$ cat config.mk
export PLATFORM = sky130hd
export DESIGN_NAME = robertson_mul_seq_flat
export DESIGN_NICKNAME = d
export VERILOG_FILES = /design/src/rtl/robertson_mul_seq_if.sv /design/src/rtl/robertson_mul_seq.sv /design/src/flat_wrapper.sv
export SDC_FILE = /design/constraint.sdc
export NUM_CORES = 1
export LEC_CHECK = 0
export BUFFER_PORTS_ARGS = -buffer_cell sky130_fd_sc_hd__buf_2
export CORE_ASPECT_RATIO = 2
export CORE_MARGIN = 2
export CORE_UTILIZATION = 45
export CTS_CLUSTER_DIAMETER = 40
export DETAILED_ROUTE_END_ITERATION = 8
export GPL_TIMING_DRIVEN = 0
export PLACE_DENSITY = 0.73
export RECOVER_POWER = 50
export SLEW_MARGIN = 20
export SYNTH_ARGS = -nofsm -noshare
export SYNTH_HDL_FRONTEND = slang
export SYNTH_SLANG_ARGS = --single-unit
$ cat constraint.sdc
create_clock -name clk -period 2.35 [get_ports clk]
set_input_delay 0.1175 -clock clk [delete_from_list [all_inputs] [get_ports clk]]
set_output_delay 0.1175 -clock clk [all_outputs]
set_load 0.1 [all_outputs]
$ cat src/rtl/robertson_mul_seq_if.sv
`default_nettype none
// ============================================================================
//  Module      : robertson_mul_seq_if
//  Description : Handshake / result bundle for the sequential Robertson
//                signed multiplier.
//                master : requester side (drives start and operands)
//                slave  : multiplier side (drives status and results)
//  Ports       : start, m_i, q_i           -> operand request
//                busy, done                -> status
//                res_o, res_valid, res_hi  -> two-beat serial result
//                product                   -> full 2*WIDTH-bit product
//  Revision    : 1.0  initial release
// ============================================================================
interface robertson_mul_seq_if #(
  parameter int WIDTH = 8
);
  logic                 start;
  logic [WIDTH-1:0]     m_i;
  logic [WIDTH-1:0]     q_i;
  logic                 busy;
  logic [WIDTH-1:0]     res_o;
  logic                 res_valid;
  logic                 res_hi;
  logic [2*WIDTH-1:0]   product;
  logic                 done;

  modport master (
    output start, m_i, q_i,
    input  busy, res_o, res_valid, res_hi, product, done
  );

  modport slave (
    input  start, m_i, q_i,
    output busy, res_o, res_valid, res_hi, product, done
  );
endinterface
`default_nettype wire

$ cat src/rtl/robertson_mul_seq.sv
`default_nettype none
// ============================================================================
//  Module      : robertson_mul_seq
//  Description : Sequential two's-complement multiplier (Robertson's method).
//                WIDTH-1 add/shift iterations over the multiplier bits, then
//                a sign-correction subtract for the multiplier MSB and a
//                final shift. The 2*WIDTH-bit result is presented in parallel
//                on product and serially as two beats (high half first).
//  Ports       : clk      - clock, rising edge
//                rst      - synchronous, active-high reset
//                bus      - robertson_mul_seq_if.slave
//                           (start, m_i, q_i in; busy, res_o, res_valid,
//                            res_hi, product, done out)
//  Parameters  : WIDTH    - operand width, 4..32
//  Macro       : ROBERTSON_ZERO_SKIP_EN - when defined, a zero operand seen in
//                LOAD bypasses the arithmetic and reports product 0 directly.
//  Revision    : 1.0  initial release
// ============================================================================
module robertson_mul_seq #(
  parameter int WIDTH = 8
) (
  input  wire logic           clk,
  input  wire logic           rst,
  robertson_mul_seq_if.slave  bus
);

  localparam int CNT_W = $clog2(WIDTH);
  // Counter value seen in the last SHIFT of the add/shift loop; the loop
  // runs WIDTH-1 times, the multiplier MSB is handled by CORRECT.
  localparam logic [CNT_W-1:0] CNT_LAST = CNT_W'(WIDTH - 2);

  if (WIDTH < 4 || WIDTH > 32) begin : g_width_check
    $error("robertson_mul_seq: WIDTH must be in 4..32");
  end

  typedef enum logic [3:0] {
    IDLE        = 4'd0,
    LOAD        = 4'd1,
    ADD         = 4'd2,
    SHIFT       = 4'd3,
    CORRECT     = 4'd4,
    FINAL_SHIFT = 4'd5,
    OUT_A       = 4'd6,
    OUT_Q       = 4'd7,
    DONE        = 4'd8
  } state_t;

  state_t               state_q, state_d;
  logic [WIDTH-1:0]     a_q, a_d;        // accumulator (high half)
  logic [WIDTH-1:0]     q_q, q_d;        // multiplier / low half
  logic [WIDTH-1:0]     m_q, m_d;        // multiplicand
  logic                 f_q, f_d;        // sign of the partial product
  logic [CNT_W-1:0]     cnt_q, cnt_d;
  logic [2*WIDTH-1:0]   product_q, product_d;

  // {F,A,Q} shifted right by one: F enters A[MSB], A[0] enters Q[MSB].
  logic [2*WIDTH-1:0]   shifted;
  // A - M evaluated one bit wider. After a SHIFT, A[MSB] equals F, so the
  // sign extension of A is exact and the extra bit is the true sign of the
  // corrected partial product (needed e.g. for -2^(W-1) * -2^(W-1)).
  logic [WIDTH:0]       corr_diff;

  assign shifted   = {f_q, a_q, q_q[WIDTH-1:1]};
  assign corr_diff = {a_q[WIDTH-1], a_q} - {m_q[WIDTH-1], m_q};

  // --------------------------------------------------------------------------
  // State and datapath registers
  // --------------------------------------------------------------------------
  always_ff @(posedge clk) begin
    if (rst) begin
      state_q   <= IDLE;
      a_q       <= '0;
      q_q       <= '0;
      m_q       <= '0;
      f_q       <= 1'b0;
      cnt_q     <= '0;
      product_q <= '0;
    end else begin
      state_q   <= state_d;
      a_q       <= a_d;
      q_q       <= q_d;
      m_q       <= m_d;
      f_q       <= f_d;
      cnt_q     <= cnt_d;
      product_q <= product_d;
    end
  end

  // --------------------------------------------------------------------------
  // Next-state and datapath update
  // --------------------------------------------------------------------------
  always_comb begin
    state_d   = state_q;
    a_d       = a_q;
    q_d       = q_q;
    m_d       = m_q;
    f_d       = f_q;
    cnt_d     = cnt_q;
    product_d = product_q;

    case (state_q)
      IDLE: begin
        if (bus.start) begin
          state_d = LOAD;
        end
      end

      LOAD: begin
        m_d     = bus.m_i;
        q_d     = bus.q_i;
        a_d     = '0;
        f_d     = 1'b0;
        cnt_d   = '0;
        state_d = ADD;
`ifdef ROBERTSON_ZERO_SKIP_EN
        // Any zero operand gives a zero product; skip the iterations.
        if ((bus.m_i == '0) || (bus.q_i == '0)) begin
          product_d = '0;
          state_d   = OUT_A;
        end
`endif
      end

      ADD: begin
        if (q_q[0]) begin
          a_d = a_q + m_q;
        end
        // Once a negative multiplicand has been added the partial product
        // stays negative, so F is sticky.
        f_d     = f_q | (m_q[WIDTH-1] & q_q[0]);
        state_d = SHIFT;
      end

      SHIFT: begin
        {a_d, q_d} = shifted;
        cnt_d      = cnt_q + CNT_W'(1);
        state_d    = (cnt_q < CNT_LAST) ? ADD : CORRECT;
      end

      CORRECT: begin
        // Multiplier MSB carries weight -2^(WIDTH-1): subtract instead of add.
        if (q_q[0]) begin
          a_d = corr_diff[WIDTH-1:0];
          f_d = corr_diff[WIDTH];
        end
        state_d = FINAL_SHIFT;
      end

      FINAL_SHIFT: begin
        {a_d, q_d} = shifted;
        product_d  = shifted;
        state_d    = OUT_A;
      end

      OUT_A: begin
        state_d = OUT_Q;
      end

      OUT_Q: begin
        state_d = DONE;
      end

      DONE: begin
        // start is deliberately not looked at here.
        state_d = IDLE;
      end

      default: begin
        state_d = IDLE;
      end
    endcase
  end

  // --------------------------------------------------------------------------
  // Outputs: decoded from registered state only
  // --------------------------------------------------------------------------
  assign bus.busy      = (state_q != IDLE);
  assign bus.done      = (state_q == DONE);
  assign bus.res_valid = (state_q == OUT_A) || (state_q == OUT_Q);
  assign bus.res_hi    = (state_q == OUT_A);
  assign bus.product   = product_q;
  assign bus.res_o     = (state_q == OUT_A) ? product_q[2*WIDTH-1:WIDTH] :
                         (state_q == OUT_Q) ? product_q[WIDTH-1:0]       :
                                              '0;

endmodule
`default_nettype wire

$ cat src/flat_wrapper.sv
// flat-port wrapper written by rule: the top's interface ports become plain ports
module robertson_mul_seq_flat 
#(
  parameter int WIDTH = 8
)
  (clk, rst, bus_start, bus_m_i, bus_q_i, bus_busy, bus_res_o, bus_res_valid, bus_res_hi, bus_product, bus_done);
  robertson_mul_seq_if #(.WIDTH(WIDTH)) bus_i ();
  input  wire logic clk;
  input  wire logic rst;
  input wire logic [$bits(bus_i.start)-1:0] bus_start;
  input wire logic [$bits(bus_i.m_i)-1:0] bus_m_i;
  input wire logic [$bits(bus_i.q_i)-1:0] bus_q_i;
  output wire logic [$bits(bus_i.busy)-1:0] bus_busy;
  output wire logic [$bits(bus_i.res_o)-1:0] bus_res_o;
  output wire logic [$bits(bus_i.res_valid)-1:0] bus_res_valid;
  output wire logic [$bits(bus_i.res_hi)-1:0] bus_res_hi;
  output wire logic [$bits(bus_i.product)-1:0] bus_product;
  output wire logic [$bits(bus_i.done)-1:0] bus_done;
  assign bus_i.start = bus_start;
  assign bus_i.m_i = bus_m_i;
  assign bus_i.q_i = bus_q_i;
  assign bus_busy = bus_i.busy;
  assign bus_res_o = bus_i.res_o;
  assign bus_res_valid = bus_i.res_valid;
  assign bus_res_hi = bus_i.res_hi;
  assign bus_product = bus_i.product;
  assign bus_done = bus_i.done;
  robertson_mul_seq #(.WIDTH(WIDTH)) u_core (.clk(clk), .rst(rst), .bus(bus_i));
endmodule
; ---- Word level (Yosys, flattened, before mapping)
; Index checks and enable logic that the tools add are counted.
[totals]
ff_bits = 48
[classes]
n_eq_ne = 11
bitwise = 2
n_mux = 12
reduce_logical = 10
n_lt_le_gt_ge = 1
add_sub_neg = 3
[op_table]
columns = cell, count
row1 = $mux 8, 4
row2 = $pmux 4 s8, 1
row3 = $pmux 8 s4, 1
row4 = $eq 4x3->1 const B, 4
row5 = $pmux 8 s2, 1
row6 = $sub 8x8->9, 1
row7 = $add 8x8->8, 1
row8 = $eq 4x2->1 const B, 2
row9 = $reduce_bool 4->1, 2
row10 = $pmux 3 s2, 1
row11 = $eq 4x1->1 const B, 1
row12 = $eq 4x4->1 const B, 1
row13 = $logic_not 4->1, 1
row14 = $mux 4, 1
row15 = $ne 2x1->1 const B, 2
row16 = $reduce_bool 2->1, 2
row17 = $add 3x1->3 const B, 1
row18 = $lt 3x3->1 const B, 1
row19 = $mux 3, 1
row20 = $pmux 1 s3, 1
row21 = $reduce_and 3->1, 1
row22 = $reduce_bool 3->1, 1
row23 = $ne 2x2->1 const B, 1
row24 = $reduce_and 2->1, 1
row25 = other kinds (5), 5

; ---- Logic depth before layout (Yosys ltp)
; Gate-level depths: netlist of the first run.
[logic_depth]
depth_word = 4
depth_mapped = 8
depth_no_buf = 8

; ---- Least setup slack after synthesis of the first run
; No wires, ideal clock.
[synth_path]
kind = reg2out
from = reg u_core.state_q[0]
to = out bus_done
t_arrival_ps = 3740
stages_incl_launch_ff = 4
path_slack_ps = -1507
cell_sequence = dfxtp_1 > buf_2 > buf_1 > nor4_1
[synth_via]
elab_chain_cells = 1
[synth_lines]
columns = item, line_no
row1 = "start, declared", robertson_mul_seq.sv:48  ; state_t state_q, state_d;
row2 = "start signal, assigned", robertson_mul_seq.sv:79  ; state_q <= state_d;
row3 = $eq 4x4->1, robertson_mul_seq.sv:178  ; assign bus.done = (state_q == DONE);
row4 = "end, declared", flat_wrapper.sv:18  ; output wire logic [$bits(bus_i.done)-1:0] bus_done;
; No other way between the ends.

; ---- Final worst setup path of the first run
[layout_path]
from = reg u_core.state_q[3]
to = reg u_core.q_q[6]
[layout_via]
elab_chain_cells = 3
[layout_lines]
columns = item, line_no
row1 = $eq 4x2->1 / $eq 4x3->1 (equally long branches), robertson_mul_seq.sv:101  ; case (state_q)
row2 = $reduce_or 2->1 (no source line), n/a
row3 = $pmux 8 s2 / $reduce_bool 2->1 (equally long branches), n/a
row4 = "end signal, assigned", robertson_mul_seq.sv:81  ; q_q <= q_d;
row5 = "end, declared", robertson_mul_seq.sv:50  ; logic [WIDTH-1:0] q_q, q_d;
; Several ways; a longest one is shown, not always the timed one.
; A chain may end at the register's enable or synchronous reset.

==> metrics, run 1 <==
Setup crit start kind=flip-flop; pwr dens=598 nW/um^2; WL/cell=16.8 um; sequential-to-total area share from yosys stat=32.7%; HP Class=in -> reg; # DRC=0; Num CTS Buffers=5; Worst-path clk slew=0.06 ns; kind of end point of the critical path=flip-flop; RSZ-0062 raised after global routing=true; Crit Reg-Reg Startpoint=u_core.state_q[3]$_SDFFE_PP0P_; Placer Congestion=0.898; boundary pin count=47; FF+latch count, synth=48; Vias/cell=5.72; GRT Total Usage=25.2%; HPWL after DPL=6730 um; Worst Path Arrival=2.41 ns; Tcrit/Tclk final=96.2%; Post-Layout Cell Count=511; Synth Flop Type=dfxtp_1; Core ar.=6310 um^2; clock latency on the worst-skew pair=0.29 ns; reg2reg end=u_core.q_q[6]$_SDFFE_PP0P_; nets=463; critical path required time=2.50 ns; Peak VDD IR=527 uV; Pins Over Slew Limit=0; Max-Cap Viols=0; worst reg2reg path depth=7; Critical Path Fanout Max=10; Setup violations, final=0; Sinks on Clock Net=48; # placed instances=508; minimum clock period after layout=2.26 ns; Clock Skew=0.00623 ns; Post-synth EDFFs=0; Leakage=1.29 nW; Setup Fix Bufs, Post-CTS=0; layout cells sized above 1=13.6%; drt pass-1 iters=5; drt initial violations=78; Avg Inst Size Synth=7.79 um^2; Fin. Hold Viols=0; largest net degree at the start of global routing=20; pre-CTS setup slack=-0.0327 ns; H-tree depth=2; Die Span Y=118 um; Slew HR=21.3%; Setup CP Type=reg -> reg; asr flop ratio synth=0%; Fill cells=624; Slew @ Worst Pin=1.19 ns; initial antenna violation count=0; fmax=442 MHz; Mapped Area=2940 um^2; Worst Hold Path Cells=3; CTS Root Cell=clkbuf_16; die width=61.1 um; vias in the first global route=2833; CTS Buffer Depth=2; status=completed; Synth Net Count=415; worst setup margin=0.0886 ns; P&R area growth vs syn=17.9%; Die ar.=7230 um^2; FP Rows=41; cells after synthesis=377; hold worst-path end=u_core.m_q[0]$_SDFFE_PP0P_; R2R Setup Slk=0.09 ns; Synth Warn #=0; final WL=8560 um; initial cell density of the core=46.5%; Overflow after GRT=0; HP Start=bus_m_i[0]; first-pass GRT wire length=13500 um; via count=2923; diode count=0; distinct cell type count of the synthesized netlist=52; antenna viol nets, final=0; CTS tree=done; Port Buffers=45
where the power goes:
| group | total (mW) | switching, mW | internal (mW) |
|---|---|---|---|
| logic | 0.285 | 0.181 | 0.104 |
| clock network | 0.914 | 0.310 | 0.604 |
| registers | 0.873 | 0.0311 | 0.841 |
cells in the mapped netlist, types with 2 or more instances:
cell	count	share of area [%]
nand2_1	71	9.1
dfxtp_1	48	33
a21oi_1	40	6.8
nor2_1	33	4.2
ha_1	17	7.2
inv_1	17	2.2
mux2i_1	17	5.8
a211oi_1	13	3.3
clkbuf_1	13	1.7
nor2b_1	10	2.1
o21ai_0	8	1.4
buf_2	7	1.2
nor3_1	7	1.2
a221oi_1	6	1.8
nand2b_1	5	1.1
a22oi_1	3	0.77
and3_1	3	0.64
nand3_1	3	0.51
nor3b_1	3	0.77
nor4_1	3	0.64
o21a_1	3	0.77
o21ai_1	3	0.51
o31a_1	3	0.89
xnor2_1	3	0.89
a222oi_1	2	0.68
a2bb2oi_1	2	0.60
a31oi_1	2	0.43
buf_1	2	0.26
fa_1	2	1.4
nand3b_1	2	0.51
nor4b_2	2	1.0
o211ai_1	2	0.51
or2_2	2	0.43
or3_1	2	0.43
flip-flops by register name, indices dropped and copies added (netlist names):
register,count
u_core.m_q,8
u_core.cnt_q,3
u_core.state_q,4
u_core.bus.product,16
u_core.f_q,1
u_core.q_q,8
u_core.a_q,8
cells in the final DEF (no fill, tap or decap), types with 4 or more instances in the layout:
cell type  instances
a211oi_1          13
a21oi_1           40
a221oi_1           4
buf_2             32
clkbuf_1          28
clkbuf_16          5
dfxtp_1           47
ha_1              17
inv_1             17
mux2i_1           17
nand2_1           71
nand2b_1           5
nor2_1            30
nor2_2             4
nor2b_1           10
nor3_1             7
o21ai_0            9
cell families (layout without fill, tap and decap cells):
logic type	Yosys count	count (layout)	share of synthesized area (%)
AND/OR/NAND/NOR	151	151	24.2
AO/OA/AOI/OAI	97	97	21.6
flip-flops	48	48	32.7
buffers and inverters	40	88	5.54
adder cells (fa/ha/maj)	19	19	8.61
multiplexers	18	18	6.18
XOR/XNOR	4	4	1.19
metal layers:
layer  vias to the layer above  track usage, %  wire, um
li1                       1425               -         -
met1                      1363            22.8      2910
met2                        97            45.8      4750
met3                        38            3.39       293
met4                         0            19.2       601
met5                         -               0         0
cell type report:
type / instances / area, um^2 / share of cell area [%]
Buffer: 19 / 85.1 / 2.46
Clock buffer: 5 / 125 / 3.61
Clock inverter: 2 / 60.1 / 1.73
Inverter: 17 / 63.8 / 1.84
Multi-Input combinational cell: 289 / 1850 / 53.5
Sequential cell: 48 / 962 / 27.8
Tap cell: 86 / 108 / 3.11
Timing Repair Buffer: 45 / 205 / 5.93
critical path, cell delays in order, from the launching register on:
cell and delay (ns):
dfxtp_1 0.33, clkbuf_1 0.23, nand2b_1 0.23, o21ba_1 0.22
clkbuf_1 0.39, buf_4 0.31, mux2i_1 0.30, a211oi_1 0.11
per-stage QoR:
step	hold slack, ns	power, mW	area, um^2	utilization (%)	setup TNS, ns
5_1_grt	0.0746	2.14	3460	54.9	-0.0172
3_5_place_dp	0.366	1.17	3290	52.2	-0.0327
4_1_cts	0.0589	2.08	3470	55.0	0
6_report	0.0611	2.07	3460	54.9	0
2_1_floorplan	0.253	1.09	2960	-	-1.64
3_3_place_gp	0.359	1.16	3290	52.2	0
repair_timing:
item	CTS	global route
endpoints found under the setup margin	11	11
pin swaps	0	1
gates resized for setup	2	4
hold buffers	0	0
worst max path at each step:
stage / start / to / slack, ns / depth (start not counted)
2_1_floorplan: u_core.state_q[0]$_SDFFE_PP0P_ / bus_res_o[3] / -0.28 / 4
3_3_place_gp: u_core.m_q[5]$_SDFFE_PP0P_ / u_core.a_q[6]$_SDFFE_PP0P_ / 0.006 / 7
3_5_place_dp: u_core.m_q[5]$_SDFFE_PP0P_ / u_core.a_q[6]$_SDFFE_PP0P_ / -0.03 / 7
4_1_cts: u_core.m_q[0]$_SDFFE_PP0P_ / u_core.a_q[6]$_SDFFE_PP0P_ / 0.007 / 7
5_1_grt: u_core.m_q[0]$_SDFFE_PP0P_ / u_core.a_q[6]$_SDFFE_PP0P_ / -0.02 / 7
6_report: u_core.state_q[3]$_SDFFE_PP0P_ / u_core.q_q[6]$_SDFFE_PP0P_ / 0.09 / 7
Note: power is estimated with default switching activity, not from simulation.
==> run 2: changes to the inputs <==
- CTS_BUF_LIST: not set -> sky130_fd_sc_hd__clkbuf_8
- CTS_CLUSTER_DIAMETER: 40 -> 80
==> run 2 against run 1 <==
Maximum frequency increased by 1.5%. Cell count did not move. Clock-buffer cell count unchanged. Sequential cell count did not move. Critical path type unchanged.
==> metrics, run 2 (same netlist as run 1, synthesis figures left out) <==
status=completed; Worst Hold Path Cells=3; Fin. Hold Viols=0; layout cells sized above 1=15.1%; cell internal pwr=1.36 mW; switch share=27.0%; pwr dens=544 nW/um^2; Overflow after GRT=0; Max-Cap Viols=0; initial cell density of the core=46.5%; P&R area growth vs syn=16.9%; Leakage=1.30 nW; hold_buf cts=0; Placer Congestion=0.898; power share of the sequential group=46.7%; drt initial violations=85; final WL=8630 um; minimum clock period after layout=2.23 ns; Critical Path Fanout Max=4; Slew HR=21.1%; Worst Path Arrival=2.46 ns; pre-CTS setup slack=-0.0327 ns; WL/cell=16.9 um; Port Buffers=45; fmax=449 MHz; Die ar.=7230 um^2; HP Start=bus_m_i[0]; clock share of power=37.9%; HPWL after DPL=6730 um; reg2reg end=u_core.a_q[6]$_SDFFE_PP0P_; Setup CP Type=reg -> reg; Post-Layout Cell Count=511; Util after Layout=54.4%; antenna viol nets, final=0; # DRC=0; R2R Setup Slk=0.12 ns; critical path required time=2.58 ns; drt pass-1 iters=4; GRT Total Usage=25.0%; crit path cell chain=inv_1 > ha_1 > fa_1 > nor2b_2 > o31a_1 > mux2i_1 > a211oi_2 > a221oi_4; most common cell after layout, fill and taps aside=nand2_1; most frequent cells in the layout=71 x nand2_1, 47 x dfxtp_1, 40 x a21oi_1; placed cell area=3290 um^2; via count=2905; max reg flops=16; diode count=0; boundary pin count=47; CTS Buffer Depth=2; Slowest cell on crit path=fa_1; kind of end point of the critical path=flip-flop; Die Span Y=118 um; Setup crit start kind=flip-flop; hold worst-path end=u_core.m_q[0]$_SDFFE_PP0P_; Min Hold Slack=0.0367 ns; switching power=504 uW; Setup violations, final=0; worst reg2reg path depth=8; worst setup margin=0.121 ns; Total Power=1.87 mW; Sinks on Clock Net=48; initial antenna violation count=0; Setup TNS Final=0 ns; Core ar.=6310 um^2; Num CTS Buffers=5; first-pass GRT wire length=13500 um; Peak VDD IR=542 uV; CTS tree=done; Crit path largest cell delay=0.43 ns; Slew @ Worst Pin=1.19 ns; Worst-path clk slew=0.09 ns; die width=61.1 um; Crit Reg-Reg Startpoint=u_core.a_q[0]$_SDFFE_PP0P_; FP Rows=41; vias in the first global route=2808; CTS Root Cell=clkbuf_8; Comb pwr share=15.4%; design area=3430 um^2; Vias/cell=5.68; Clock Skew=0.00542 ns; Setup Fix Bufs, Post-CTS=0; Tcrit/Tclk final=94.8%; Pins Over Slew Limit=0; nets=463; # placed instances=508; H-tree depth=2; largest net degree at the start of global routing=20; clock latency on the worst-skew pair=0.31 ns; HP Class=in -> reg
==> run 2: cell count changes in the layout (fill, tap and decap cells not counted) <==
| cell | change |
|---|---|
| a211oi_1 | -1 |
| a211oi_2 | +1 |
| nor2b_1 | -1 |
| clkbuf_8 | +5 |
| buf_2 | +1 |
| a221oi_1 | -1 |
| buf_4 | -1 |
| clkbuf_16 | -5 |
| fa_2 | +1 |
| fa_1 | -1 |
| a221oi_4 | +1 |
| clkbuf_1 | -2 |
| clkbuf_2 | +2 |
| nor2b_2 | +1 |
==> run 2: worst max-delay path by stage <==
stage	from	end	slack [ns]	cells past startpoint
after floorplan	u_core.state_q[0]$_SDFFE_PP0P_	bus_res_o[3]	-0.28	4
after global placement	u_core.m_q[5]$_SDFFE_PP0P_	u_core.a_q[6]$_SDFFE_PP0P_	0.006	7
after detailed placement	u_core.m_q[5]$_SDFFE_PP0P_	u_core.a_q[6]$_SDFFE_PP0P_	-0.03	7
after CTS	u_core.m_q[0]$_SDFFE_PP0P_	u_core.a_q[6]$_SDFFE_PP0P_	0.005	7
after global routing	u_core.a_q[0]$_SDFFE_PP0P_	u_core.a_q[6]$_SDFFE_PP0P_	-0.05	8
final	u_core.a_q[0]$_SDFFE_PP0P_	u_core.a_q[6]$_SDFFE_PP0P_	0.12	8
==> run 2: power by group through the flow <==
| stage | Clock, mW | Sequential [mW] | Combinational, mW |
|---|---|---|---|
| floorplan | 0 | 0.878 | 0.209 |
| detailed placement | 0 | 0.890 | 0.281 |
| CTS | 0.719 | 0.871 | 0.282 |
| global placement | 0 | 0.889 | 0.275 |
| finish | 0.709 | 0.873 | 0.287 |
| global route | 0.740 | 0.876 | 0.314 |
==> run 2: per-layer routing <==
metal  vias to the layer above  global-route usage [%]  part of all wire (%)
met5                         -                       0                     0
li1                       1422                       -                     -
met1                      1354                    23.4                    35
met4                         0                    17.8                   6.8
met2                        93                    45.5                    55
met3                        36                    3.06                   3.2
==> run 2: worst max-delay path, delay by kind of cell (launching register included) <==
kind / cells / cell delay (ns)
DFF: 1 / 0.38
and+or+nand+nor: 1 / 0.15
buffers and inverters: 1 / 0.08
AOI/OAI and AO/OA: 3 / 0.64
muxes: 1 / 0.27
adders and majority gates: 2 / 0.62
==> run 2: final cells by class <==
cell class	instances	area, um^2
fillers	630	2880
flip-flops and latches	48	962
clock buffers	5	68.8
well taps	86	108
repair buffers	45	205
clock inverters	2	60.1
plain buffers	19	85.1
multi-input cells	289	1880
inverters	17	63.8
==> run 2: repair_timing <==
action,4_1_cts,5_1_grt
pin swaps,0,3
resized for setup,2,11
endpoints found under the setup margin,11,11
==> run 3: changes to the inputs <==
- SETUP_SLACK_MARGIN: not set -> 0.15
==> run 3 against run 2 <==
Cell count up 0.78%. Global-route usage up 0.34 points. Sequential cell count unchanged.
==> metrics, run 3 (same netlist as run 1, synthesis figures left out) <==
status=completed; Comb pwr share=15.5%; Max-Cap Viols=0; CP Depth=7; final WL=8710 um; minimum clock period after layout=2.16 ns; Peak VDD IR=537 uV; register area=962 um^2; Critical Path Most Common Cell=inv_1; Total Power=1.88 mW; # DRC=0; nets=467; H-tree depth=2; Slowest cell on crit path=dfxtp_1; CTS Buffer Depth=2; layout cells sized above 1=15.9%; Core ar.=6310 um^2; Buf/Inv on CP=2; Die Span Y=118 um; most frequent cells in the layout=71 x nand2_1, 47 x dfxtp_1, 40 x a21oi_1; Pins Over Slew Limit=0; via count=2926; first-pass GRT wire length=13600 um; largest net degree at the start of global routing=15; switch share=27.2%; Multi-input gate area=1880 um^2; antenna viol nets, final=0; initial cell density of the core=46.5%; Clock Skew=0.00788 ns; diode count=0; cell internal pwr=1.37 mW; Critical Path Fanout Max=7; WL/cell=16.9 um; Overflow after GRT=0; fmax=463 MHz; power share of the sequential group=46.5%; Num CTS Buffers=5; max reg flops=16; P&R area growth vs syn=18.4%; die width=61.1 um; switching power=510 uW; drt initial violations=118; Fin. Hold Viols=0; Setup TNS Final=0 ns; Vias/cell=5.68; GRT Total Usage=25.4%; CTS Root Cell=clkbuf_8; worst reg2reg path depth=7; Setup crit start kind=flip-flop; drt pass-1 iters=8; clock latency on the worst-skew pair=0.32 ns; hold_buf cts=0; family with the most delay on the worst path=flip-flops; Slew @ Worst Pin=1.19 ns; Setup CP Type=reg -> reg; CTS tree=done; RSZ-0062 raised after global routing=true; kind of end point of the critical path=flip-flop; crit path cell chain=inv_1 > ha_1 > inv_1 > or3_1 > mux2i_1 > a211oi_1 > a221oi_4; Leakage=1.31 nW; Util after Layout=55.1%; Worst Hold Path Cells=3; Crit path largest cell delay=0.48 ns; Port Buffers=45; Worst-path clk slew=0.09 ns; initial antenna violation count=0; Sinks on Clock Net=48; vias in the first global route=2827; Setup Fix Bufs, Post-CTS=0; Setup violations, final=0; Tcrit/Tclk final=92.0%; HPWL after DPL=6730 um; HP Class=in -> reg; Slew HR=20.9%; critical path required time=2.58 ns; Die ar.=7230 um^2; FP Rows=41; Worst Path Arrival=2.39 ns; clock share of power=38.0%; boundary pin count=47; most common cell after layout, fill and taps aside=nand2_1; Fill cells=627; pwr dens=540 nW/um^2; Placer Congestion=0.898
[run 3: power groups by stage]
stage / registers [mW] / clock network [mW] / logic, mW
final: 0.872 / 0.713 / 0.291
after global routing: 0.876 / 0.740 / 0.318
after CTS: 0.871 / 0.719 / 0.286
after detailed placement: 0.890 / 0 / 0.281
after global placement: 0.889 / 0 / 0.275
after floorplan: 0.878 / 0 / 0.209
[run 3: worst min-delay path: cells and delay by family]
family                 cells  cell delay [ns]
buffers and inverters      1             0.10
AO/OA/AOI/OAI              1             0.05
AND/OR/NAND/NOR            1             0.04
[run 3: routing by layer]
layer	global-route usage [%]	vias to the layer above	routed length [um]
met2	46.2	93	4880
met5	0	-	0
met4	17.8	0	567
li1	-	1427	-
met3	3.06	40	286
met1	23.7	1366	2980
[run 3: cell type report]
cell class / instances / area share, %
clock buffer: 5 / 1.98
inverter: 17 / 1.84
clock inverter: 2 / 1.73
tap: 86 / 3.10
sequential: 48 / 27.7
timing repair buffer: 45 / 6.55
buffer: 23 / 3.10
multi-input combinational: 289 / 54.0
[run 3: repair_timing]
action	in CTS	in global routing
endpoints found under the setup margin	12	19
resized for setup	16	11
pin swaps	2	2
[run 3: final timing paths]
path | to | slack (ns) | startpoint
worst min register to register | u_core.bus.product[0]$_SDFFE_PP0N_ | 0.48 | u_core.q_q[1]$_SDFFE_PP0P_
worst max register to register | u_core.a_q[6]$_SDFFE_PP0P_ | 0.19 | u_core.m_q[6]$_SDFFE_PP0P_
worst min-delay path | u_core.m_q[0]$_SDFFE_PP0P_ | 0.04 | bus_m_i[0]
worst max-delay path | u_core.a_q[6]$_SDFFE_PP0P_ | 0.19 | u_core.m_q[6]$_SDFFE_PP0P_
[run 3: stage by stage]
stage | cell area (um^2) | setup slack [ns] | hold slack (ns) | instances
global placement | 3290 | 0.00562 | 0.359 | 508
CTS | 3460 | 0.106 | 0.0336 | 515
finish | 3480 | 0.188 | 0.0353 | 515
global route | 3480 | 0.0365 | 0.0479 | 515
detailed placement | 3290 | -0.0327 | 0.366 | 508
floorplan | 2960 | -0.277 | 0.253 | 377
